==> src/rtl/booth_radix4_multiplier.sv <==
// Sequential radix-4 Booth multiplier, signed/unsigned, valid/ready on both sides.
// Optional early termination is enabled by defining BOOTH_EARLY_TERM_EN.
module booth_radix4_multiplier #(
  parameter int WIDTH = 8
) (
  input  logic               clk,
  input  logic               rst,
  input  logic               in_valid,
  output logic               in_ready,
  input  logic [WIDTH-1:0]   ina,
  input  logic [WIDTH-1:0]   inb,
  input  logic               is_signed,
  output logic               out_valid,
  input  logic               out_ready,
  output logic [2*WIDTH-1:0] out,
  output logic               busy
);

  localparam int XW = WIDTH + 2;
  localparam int AW = 2 * WIDTH + 4;
  localparam int N  = WIDTH / 2 + 1;
  localparam int CW = $clog2(N + 1);

  if ((WIDTH % 2) != 0 || WIDTH < 4) begin : g_bad_width
    $error("booth_radix4_multiplier: WIDTH must be even and >= 4");
  end

  typedef enum logic [1:0] {IDLE, CALC, DONE} state_t;

  state_t        state;
  logic [AW-1:0] acc;
  logic [AW-1:0] a_sh;
  logic [XW:0]   b_sh;
  logic [CW-1:0] cnt;

  logic [AW-1:0] term;
  logic [AW-1:0] acc_next;
  logic [XW:0]   b_next;
  logic          last;
  logic          sa;
  logic          sb;
  logic [2:0]    dig;

  assign sa  = is_signed & ina[WIDTH-1];
  assign sb  = is_signed & inb[WIDTH-1];
  assign dig = b_sh[2:0];

  // Booth digit decode; a_sh already carries the 4^i weight.
  always_comb begin
    term = '0;
    unique case (1'b1)
      (dig == 3'b001) || (dig == 3'b010): term = a_sh;
      (dig == 3'b011):                    term = a_sh << 1;
      (dig == 3'b100):                    term = -(a_sh << 1);
      (dig == 3'b101) || (dig == 3'b110): term = -a_sh;
      default:                            term = '0;
    endcase
  end

  // Accumulate, shift the multiplier window and detect the final iteration.
  always_comb begin
    acc_next = acc + term;
    b_next   = {b_sh[XW], b_sh[XW], b_sh[XW:2]};
`ifdef BOOTH_EARLY_TERM_EN
    last = (cnt == CW'(1)) || (&b_next) || (~|b_next);
`else
    last = (cnt == CW'(1));
`endif
  end

  // Control FSM with registered handshake outputs and product register.
  always_ff @(posedge clk) begin
    if (rst) begin
      state     <= IDLE;
      in_ready  <= 1'b1;
      out_valid <= 1'b0;
      busy      <= 1'b0;
      out       <= '0;
      acc       <= '0;
      a_sh      <= '0;
      b_sh      <= '0;
      cnt       <= '0;
    end else begin
      case (state)
        IDLE: begin
          if (in_valid) begin
            a_sh     <= {{(AW-WIDTH){sa}}, ina};
            b_sh     <= {{2{sb}}, inb, 1'b0};
            acc      <= '0;
            cnt      <= CW'(N);
            state    <= CALC;
            in_ready <= 1'b0;
            busy     <= 1'b1;
          end
        end
        CALC: begin
          acc  <= acc_next;
          a_sh <= a_sh << 2;
          b_sh <= b_next;
          cnt  <= cnt - CW'(1);
          if (last) begin
            out       <= acc_next[2*WIDTH-1:0];
            state     <= DONE;
            busy      <= 1'b0;
            out_valid <= 1'b1;
          end
        end
        DONE: begin
          if (out_ready) begin
            out_valid <= 1'b0;
            in_ready  <= 1'b1;
            state     <= IDLE;
          end
        end
        default: state <= IDLE;
      endcase
    end
  end

endmodule

==> config.mk <==
export PLATFORM = sky130hd
export DESIGN_NAME = booth_radix4_multiplier
export DESIGN_NICKNAME = d
export VERILOG_FILES = /design/src/rtl/booth_radix4_multiplier.sv
export SDC_FILE = /design/constraint.sdc
export NUM_CORES = 1
export LEC_CHECK = 0
export BUFFER_PORTS_ARGS = -buffer_cell sky130_fd_sc_hd__clkbuf_2
export CAP_MARGIN = 10
export CELL_PAD_IN_SITES_DETAIL_PLACEMENT = 1
export CELL_PAD_IN_SITES_GLOBAL_PLACEMENT = 1
export CORE_MARGIN = 3
export CORE_UTILIZATION = 47
export CTS_CLUSTER_DIAMETER = 60
export CTS_CLUSTER_SIZE = 28
export DETAILED_ROUTE_END_ITERATION = 7
export GPL_TIMING_DRIVEN = 0
export PLACE_DENSITY_LB_ADDON = 0.1
export SYNTH_ARGS = -nofsm -noshare
export SYNTH_HDL_FRONTEND = slang
export SYNTH_SLANG_ARGS = --single-unit
==> constraint.sdc <==
create_clock -name clk -period 8.9 [get_ports clk]
set_input_delay 0.445 -clock clk [delete_from_list [all_inputs] [get_ports clk]]
set_output_delay 0.445 -clock clk [all_outputs]
set_load 0.05 [all_outputs]
# After elaboration in Yosys (flattened, before gate mapping)

Cells that the tools add are included.

Register bits after elaboration: 75
Bits of input ports: 21
Output and inout port bits: 19
Logic and storage cells: 64

Add/sub/neg operators: 4
Equal/unequal tests: 12
Muxes and demuxes: 22
Bitwise gates (word level): 3
Reductions and logical operators: 13

Operators with widths:

| cell                                              | number |
|---|---|
| case mux 20 bit (2 select lines)                  | 2 |
| case mux 20 bit (4 select lines)                  | 1 |
| two-way mux 20 bit                                | 2 |
| negator 20 bit                                    | 2 |
| case mux 11 bit (2 select lines)                  | 1 |
| adder 20 bit                                      | 1 |
| AND reduction 3 bit                               | 5 |
| two-way mux 11 bit                                | 1 |
| == test 3 bit (second input constant)             | 3 |
| == test 3 x 1 -> 1 bit (second input constant)    | 2 |
| == test 3 x 2 -> 1 bit (second input constant)    | 2 |
| two-way mux 1 bit                                 | 6 |
| two-way mux 2 bit                                 | 3 |
| != test 2 bit (second input constant)             | 3 |
| case mux 1 bit (2 select lines)                   | 3 |
| case mux 2 bit (3 select lines)                   | 1 |
| case mux 3 bit (2 select lines)                   | 1 |
| nonzero test 2 bit                                | 3 |
| AND reduction 2 bit                               | 2 |
| two-way mux 3 bit                                 | 1 |
| subtractor 3 x 1 -> 3 bit (second input constant) | 1 |
| AND 1 bit                                         | 2 |
| == test 2 x 1 -> 1 bit (second input constant)    | 1 |
| == test 2 bit (second input constant)             | 1 |
| 3 further kinds                                   | 4 |

# Logic depth before layout (Yosys ltp)

Gate-level depths: netlist (run 1).

Word-level depth: 5
Mapped depth: 16
Mapped depth without buffers: 16

# Worst setup path before layout (run 1)

OpenSTA, ideal clock, no wires.

Kind: register -> register
Start: register a_sh[0]
End: register acc[14]
Arrival time: 3.380 ns
Slack: 5.403 ns
Cell stages (with the launch flop): 14
Path buffers: 0
Cells stage by stage: dfxtp_1 > nor4_1 > and2_1 > nand2b_1 > xnor2_1 > a32o_1 > nor2_1 > a31oi_1 > ha_1 > a211o_1 > o41a_1 > a2111oi_2 > o21ai_0 > a32o_1

Longest elaborated chain between the ends: 4
Elaborated cells on any way between the ends: 5

RTL lines:

| item                                     | line   | text |
|---|---|---|
| start, declared                          | 32     | `logic [AW-1:0] a_sh;` |
| start signal, assigned                   | 87     | `a_sh <= {{(AW-WIDTH){sa}}, ina};` |
| start signal, assigned                   | 98     | `a_sh <= a_sh << 2;` |
| negator 20 bit, on equally long branches | 55, 54 |  |
| case mux 20 bit (4 select lines) *       | 51     | `unique case (1'b1)` |
| adder 20 bit *                           | 62     | `acc_next = acc + term;` |
| case mux 20 bit (2 select lines) *       | 84     | `case (state)` |
| end signal, assigned                     | 97     | `acc <= acc_next;` |
| end, declared                            | 31     | `logic [AW-1:0] acc;` |

Every way passes the cells marked *; elsewhere a longest branch is shown, timed or not.
A chain may end at the register's enable or synchronous reset.

# Worst setup path after layout (run 1)

Start: register b_sh[2]
End: register acc[15]

Longest elaborated chain between the ends: 5
Elaborated cells on any way between the ends: 11

RTL lines:

| item                                       | line   | text |
|---|---|---|
| start, declared                            | 33     | `logic [XW:0] b_sh;` |
| start signal, assigned                     | 88     | `b_sh <= {{2{sb}}, inb, 1'b0};` |
| start signal, assigned                     | 99     | `b_sh <= b_next;` |
| == test 3 bit (tied with other cells)      | 55     | `(dig == 3'b101) \|\| (dig == 3'b110): term = -a_sh;` |
| logical OR 1 bit, on equally long branches | 55, 52 |  |
| case mux 20 bit (4 select lines) *         | 51     |  |
| adder 20 bit *                             | 62     |  |
| case mux 20 bit (2 select lines) *         | 84     |  |

Marks and branches as above.

==> results of run 1 <==
## placed cells by master, fill, tap and decap left out, types with 3 or more instances in the layout
cell type	count
nand2b_1	6
nand3b_1	8
nor2_1	68
nand3_1	20
clkbuf_1	36
a32o_1	4
a221oi_1	6
o22ai_1	4
nor2b_1	5
clkinv_2	3
o21a_1	7
inv_1	25
nand4_1	3
o21ai_0	37
mux2i_1	3
nand2_1	71
a211oi_1	5
clkbuf_8	10
a21o_1	5
a311oi_1	5
or3_1	10
xnor2_1	17
dfxtp_1	67
a21oi_1	62
buf_1	4
a31oi_1	10
nor3_1	10
a211o_1	3
a22oi_1	21
ha_1	18
xor2_1	7
clkbuf_2	39
nor4_1	4
## kinds of logic after synthesis
kind of cell               count (synthesis)
and+or+nand+nor                          218
buffers and inverters                     69
DFF                                       67
AOI/OAI and AO/OA                        187
adders and majority gates                 19
muxes                                      5
xor gates and xnor gates                  24
## tightest hold or removal path, delay by kind of cell
family / cells / cell delay, ns
simple gates: 1 / 0.05
compound gates: 1 / 0.08
buf+inv: 1 / 0.09
## where the power goes
group / internal (mW) / leakage (nW) / total [mW] / switching [mW]
registers: 0.320 / 0.547 / 0.338 / 0.0178
logic: 0.0938 / 1.32 / 0.282 / 0.188
clock network: 0.136 / 0.0991 / 0.257 / 0.121
## registers in the layout, indices dropped and copies added (netlist names)
signal	count
out_valid	1
acc	16
busy	1
b_sh	11
cnt	3
in_ready	1
state	2
out	16
a_sh	16
## routing by layer
metal / GRT usage, % / vias up
li1: - / 2196
met1: 39.91 / 2292
met2: 51.67 / 95
met5: 0 / -
met4: 6.357 / 0
met3: 4.710 / 16
## worst paths after layout
path	cells past startpoint	to	slack [ns]
setup / recovery	13	acc[15]	4.26
hold / removal	3	b_sh[2]	0.37
setup reg to reg	13	acc[15]	4.26
hold reg to reg	2	out[7]	0.46
## stage by stage
step	setup slack [ns]	instance area (sq um)	hold WS, ns	utilization [%]	instances
after global routing	4.100	4868	0.3631	55.02	752
after floorplan	5.403	4344	0.4318	-	589
after global placement	4.523	4674	0.4424	52.83	736
after CTS	4.407	4868	0.3635	55.02	752
final	4.259	4868	0.3737	55.02	752
after detailed placement	4.461	4674	0.4499	52.83	736
## final cells by class
cell class | count | share of cell area (%)
clock buffers | 11 | 2.904
multi-input cells | 453 | 56.08
inverters | 26 | 2.005
repair buffers | 39 | 4.009
well taps | 108 | 2.776
plain buffers | 43 | 3.598
flip-flops and latches | 67 | 27.55
clock inverters | 5 | 1.079
==> results.py, run 1 <==
metrics = {
    "route": {
        "vias": 4599,
        "met3_length_microns": 630,
        "wl_met2_microns": 7481,
        "routed.top_layer": "met4",
        "route.detailed.drc": 0,
        "wirelength_microns": 15050,
        "wl_per_cell_microns": 20.01,
        "viasPerCell": 6.116,
        "drtPass1Iterations": 5,
        "antenna_left": 0,
        "drtIter0Drc": 217,
        "wl_met1_microns": 6761,
    },
    "cts": {
        "cts_max_level": 3,
        "insertion_delay_ns": 0.34,
        "cts_root_buf": "clkbuf_8",
        "post_cts_buffers": 0,
        "cts-resized-gates": 0,
        "cts_sinks": 67,
        "cts.clk_slew.worst_paths_ns": 0.07,
        "numCtsBuffers": 9,
        "clockBufferDepth": 2,
        "cts_hold_repair.buffers": 0,
        "cts_tree": "yes",
    },
    "synth": {
        "synth_flop_cell": "dfxtp_1",
        "synthArstFlopShare_pct": 0,
        "synth_compound_area_share_pct": 27.51,
        "synthTopCellsByArea": "dfxtp_1 31%, a21oi_1 7.1%, nand2_1 6.1%",
        "syn-instance-count": 589,
        "synth_edf_count": 0,
        "avgSynthCellArea_sq_um": 7.375,
        "synth-xor-area-share_pct": 4.839,
        "syn_nets": 629,
        "synth_top_cell_area_share_pct": 30.88,
        "syn-cell-area_sq_um": 4344,
        "synth-seq-cells": 67,
        "synth_common_cells": "71 x nand2_1, 68 x nor2_1, 67 x dfxtp_1",
        "synth_most_common_cell": "nand2_1",
        "synth_seq_area_share_pct": 30.88,
        "synth-simple-area-share_pct": 23.65,
        "synth_cell_types": 61,
        "synth_fa_ha_area_share_pct": 5.645,
        "yosysTopAreaCell": "dfxtp_1",
        "synth_top_family_by_area": "compound AO/OA/AOI/OAI gates",
        "synth_warnings": 0,
        "synthMuxAreaShare_pct": 1.210,
    },
    "setup_path": {
        "cp_common_cell": "clkbuf_1",
        "regToRegStartpoint": "b_sh[2]",
        "path_class": "flop to flop",
        "cpLargestDelayFamily": "compound AO/OA/AOI/OAI gates",
        "slowest_delay_ns": 0.52,
        "cp_data_required_time_ns": 9.12,
        "path_cells": "clkbuf_1, clkbuf_1, buf_1, a32oi_1, o21ai_0, ha_1, a21o_1, a21oi_1, a21boi_0, a211o_1, a211oi_1, xnor2_1, a22o_1",
        "cp-startpoint": "b_sh[2]",
        "cp-start-kind": "flop",
        "worstPathArrival_ns": 4.86,
        "slowest_stage": "a211oi_1",
        "crit_buf_inv": 3,
        "path_max_fanout": 10,
        "endpoint_kind": "flop",
    },
    "timing": {
        "finalSetupViolCount": 0,
        "min_period_over_period_pct": 52.15,
        "final.min_clock_period_ns": 4.641,
        "slew_headroom_pct": 49.45,
        "skew_ns": 0.008537,
        "hold_viol": 0,
        "fmax_mhz": 215.5,
        "rsz0062_at_grt": "no",
        "slew_viol_final": 0,
        "tightest_slew_ns": 0.7557,
        "fin_setup_tns_ns": 0,
    },
    "global_route": {
        "grtUsageTotal_pct": 30.04,
        "grt_pass1_vias": 4690,
        "overflow": 0,
        "grt_antenna_before_repair": 0,
        "grt_pass1_wl_microns": 24570,
        "grt_max_degree": 12,
    },
    "layout": {
        "n_antenna_cell": 0,
        "fillerInstances": 1185,
        "register_area_sq_um": 1341,
        "nets": 679,
        "multi_input_area_sq_um": 2730,
        "areaGrowthSynthToFinish_pct": 12.07,
        "layout-drive-gt1-share_pct": 10.71,
    },
    "floorplanning": {
        "fp.dieH_microns": 102.1,
        "rows": 34,
        "boundaryPins": 40,
        "fp.coreArea_sq_um": 8848,
        "die_width_microns": 102.1,
        "dieArea_sq_um": 10430,
        "initial_utilization_pct": 49.10,
    },
    "placed_design": {
        "io_buffer_count": 39,
        "dpl.hpwl_microns": 11180,
        "routabilityCongestion": 0.9034,
    },
    "flow_run": {
        "max_cap_viol_count": 0,
    },
    "run_status": {
        "outcome": "finished clean",
    },
    "pwr": {
        "fin_total_pwr_uw": 877.0,
        "power.leakage_nw": 1.965,
        "ir_drop_mv": 0.1132,
        "p_per_area_nw_per_um2": 180.1,
    },
    "worst_hold_path": {
        "hp-class": "input port to flop",
        "hp-start": "inb[1]",
    },
}
No activity file was read; power rests on OpenSTA's default activity.
==> run 2, diff against run 1 <==
CORE_UTILIZATION = 44   (was 47)
clock period = 4.6 ns   (was 8.9 ns; I/O delays follow)
==> run 2 against run 1 <==
Effect of this change: via count decreased by 0.54%; largest cell class unchanged; critical path depth unchanged; sequential share of layout area decreased by 0.40 points; flip-flop and latch count unchanged; critical endpoint is now acc[14].
==> results.py, run 2 (synthesis results as in run 1) <==
metrics = {
    "floorplanning": {
        "boundaryPins": 40,
        "initial_utilization_pct": 46.14,
        "rows": 35,
        "fp.dieH_microns": 105.4,
        "fp.coreArea_sq_um": 9415,
        "die_width_microns": 105.4,
        "dieArea_sq_um": 11100,
    },
    "timing": {
        "slew_viol_final": 0,
        "min_period_over_period_pct": 94.59,
        "tightest_slew_ns": 0.7893,
        "slew_headroom_pct": 47.20,
        "hold_viol": 0,
        "finalSetupViolCount": 0,
        "finalWorstSetupSlack_ns": 0.2490,
        "final.min_clock_period_ns": 4.351,
        "fin_setup_tns_ns": 0,
        "whs_ns": 0.1296,
        "fmax_mhz": 229.8,
        "rsz0062_at_grt": "no",
        "skew_ns": 0.01487,
    },
    "global_route": {
        "grtUsageTotal_pct": 27.27,
        "grt_pass1_wl_microns": 24270,
        "grt_pass1_vias": 4704,
        "grt_max_degree": 13,
        "grt_antenna_before_repair": 0,
        "overflow": 0,
    },
    "worst_hold_path": {
        "hp-start": "inb[3]",
        "holdPathStages": 3,
        "hold-path-endpoint": "b_sh[4]",
        "hp-class": "input port to flop",
    },
    "layout": {
        "reg_top3": "a_sh x16, acc x16, out x16",
        "fillerInstances": 1238,
        "finalNonFillerCells": 773,
        "layout-drive-gt1-share_pct": 11.18,
        "nets": 679,
        "n_antenna_cell": 0,
        "layout_common_cells": "71 x nand2_1, 68 x nor2_1, 67 x dfxtp_1, 62 x a21oi_1, 41 x clkbuf_2",
        "areaGrowthSynthToFinish_pct": 13.71,
        "layout_commonest_cell": "nand2_1",
    },
    "pwr": {
        "netSwitchingPower_uw": 644.2,
        "power.leakage_nw": 1.984,
        "p_int_mw": 1.111,
        "ir_drop_mv": 0.1547,
        "p_seq_share_pct": 37.4,
        "p_per_area_nw_per_um2": 355.2,
        "switching_share_pct": 36.71,
        "combPwrFrac_pct": 31.0,
        "pwr-share-clk_pct": 31.6,
    },
    "setup_path": {
        "cp_common_cell": "a32o_1",
        "regToRegSetupSlack_ns": 0.25,
        "path_class": "flop to flop",
        "endpoint_kind": "flop",
        "cp_data_required_time_ns": 4.85,
        "cpLargestDelayFamily": "compound AO/OA/AOI/OAI gates",
        "cp-start-kind": "flop",
        "ff2ff_path_depth": 13,
        "regToRegStartpoint": "a_sh[0]",
        "rr_endpoint": "acc[14]",
        "slowest_stage": "a2111oi_2",
        "path_cells": "nor4_2, and2_1, nand2b_1, xnor2_1, a32o_1, nor2_1, a31oi_1, ha_1, a211o_1, o41a_1, a2111oi_2, o21ai_0, a32o_1",
        "worstPathArrival_ns": 4.60,
        "path_max_fanout": 7,
        "slowest_delay_ns": 0.54,
        "crit_buf_inv": 0,
    },
    "route": {
        "drtPass1Iterations": 5,
        "viasPerCell": 5.917,
        "drtIter0Drc": 209,
        "wirelength_microns": 14870,
        "vias": 4574,
        "wl_per_cell_microns": 19.23,
        "route.detailed.drc": 0,
        "antenna_left": 0,
    },
    "placed_design": {
        "dpl.hpwl_microns": 11120,
        "routabilityCongestion": 0.8920,
        "dp.cells": 757,
        "io_buffer_count": 39,
        "place_ws_ns": 0.1812,
    },
    "flow_run": {
        "max_cap_viol_count": 0,
    },
    "cts": {
        "post_cts_buffers": 0,
        "cts_hold_repair.buffers": 0,
        "clockBufferDepth": 2,
        "cts.clk_slew.worst_paths_ns": 0.09,
        "cts_root_buf": "clkbuf_8",
        "insertion_delay_ns": 0.35,
        "cts_tree": "yes",
        "cts_max_level": 3,
        "numCtsBuffers": 9,
        "cts_sinks": 67,
    },
    "run_status": {
        "outcome": "finished clean",
    },
}
[run 2: cell types whose count changed in the layout (fill, tap and decap cells not counted)]
cell / previous run / this run
clkbuf_1: 36 / 34
clkbuf_8: 10 / 9
nor3_2: 1 / 0
clkbuf_2: 39 / 41
nor3b_4: 0 / 1
bufinv_16: 1 / 2
nor3b_2: 1 / 0
nor3_4: 0 / 1
clkinv_2: 3 / 1
nor4_1: 4 / 3
clkinv_4: 0 / 2
nor4_2: 0 / 1
[run 2: final cells by class]
class	instances	area (sq um)	share of cell area [%]
multi-input combinational	453	2749	55.65
sequential	67	1341	27.15
timing repair buffer	39	195.2	3.951
buffer	43	177.7	3.597
tap	129	161.4	3.267
clock buffer	10	127.6	2.584
inverter	26	97.59	1.976
clock inverter	6	90.09	1.824
[run 2: repair_timing]
item | in CTS | in global routing
endpoints found under the hold margin | 0 | 0
resized for setup | 0 | 7
endpoints found under the setup margin | 0 | 5
[run 2: how the worst max path moves through the flow]
| stage | startpoint | endpoint | slack, ns | depth (start not counted) |
|---|---|---|---|---|
| after global placement | a_sh[0] | acc[14] | 0.33 | 13 |
| after detailed placement | a_sh[0] | acc[14] | 0.18 | 13 |
| after global routing | a_sh[0] | acc[14] | 0.03 | 15 |
| after CTS | a_sh[0] | acc[14] | 0.15 | 13 |
| after floorplan | a_sh[0] | acc[14] | 1.10 | 13 |
| final | a_sh[0] | acc[14] | 0.25 | 13 |
[run 2: tightest hold or removal path: cells and delay by family]
family	cells	cell delay (ns)
buffers and inverters	1	0.08
AOI/OAI and AO/OA	1	0.08
and+or+nand+nor	1	0.05
[run 2: power by group through the flow]
stage	combinational [mW]	sequential [mW]	clock, mW
2_1_floorplan	0.362	0.679	0
3_3_place_gp	0.513	0.665	0
3_5_place_dp	0.530	0.667	0
4_1_cts	0.535	0.654	0.565
5_1_grt	0.599	0.662	0.598
6_report	0.545	0.656	0.554
[run 2: metal layers]
layer | share of wire, % | vias to the layer above | global-route usage, % | routed length (microns)
met5 | 0 | - | 0 | 0
met4 | 2.1 | 0 | 7.685 | 317
met3 | 4.4 | 27 | 5.083 | 654
met2 | 48 | 98 | 46.63 | 7206
met1 | 45 | 2254 | 34.94 | 6687
li1 | - | 2195 | - | -
[run 2: stage by stage]
step | cell area, sq um | power [mW] | util, %
4_1_cts | 4918 | 1.754 | 52.24
3_3_place_gp | 4701 | 1.178 | 49.93
6_report | 4940 | 1.755 | 52.47
3_5_place_dp | 4701 | 1.197 | 49.93
2_1_floorplan | 4344 | 1.041 | -
5_1_grt | 4940 | 1.858 | 52.47
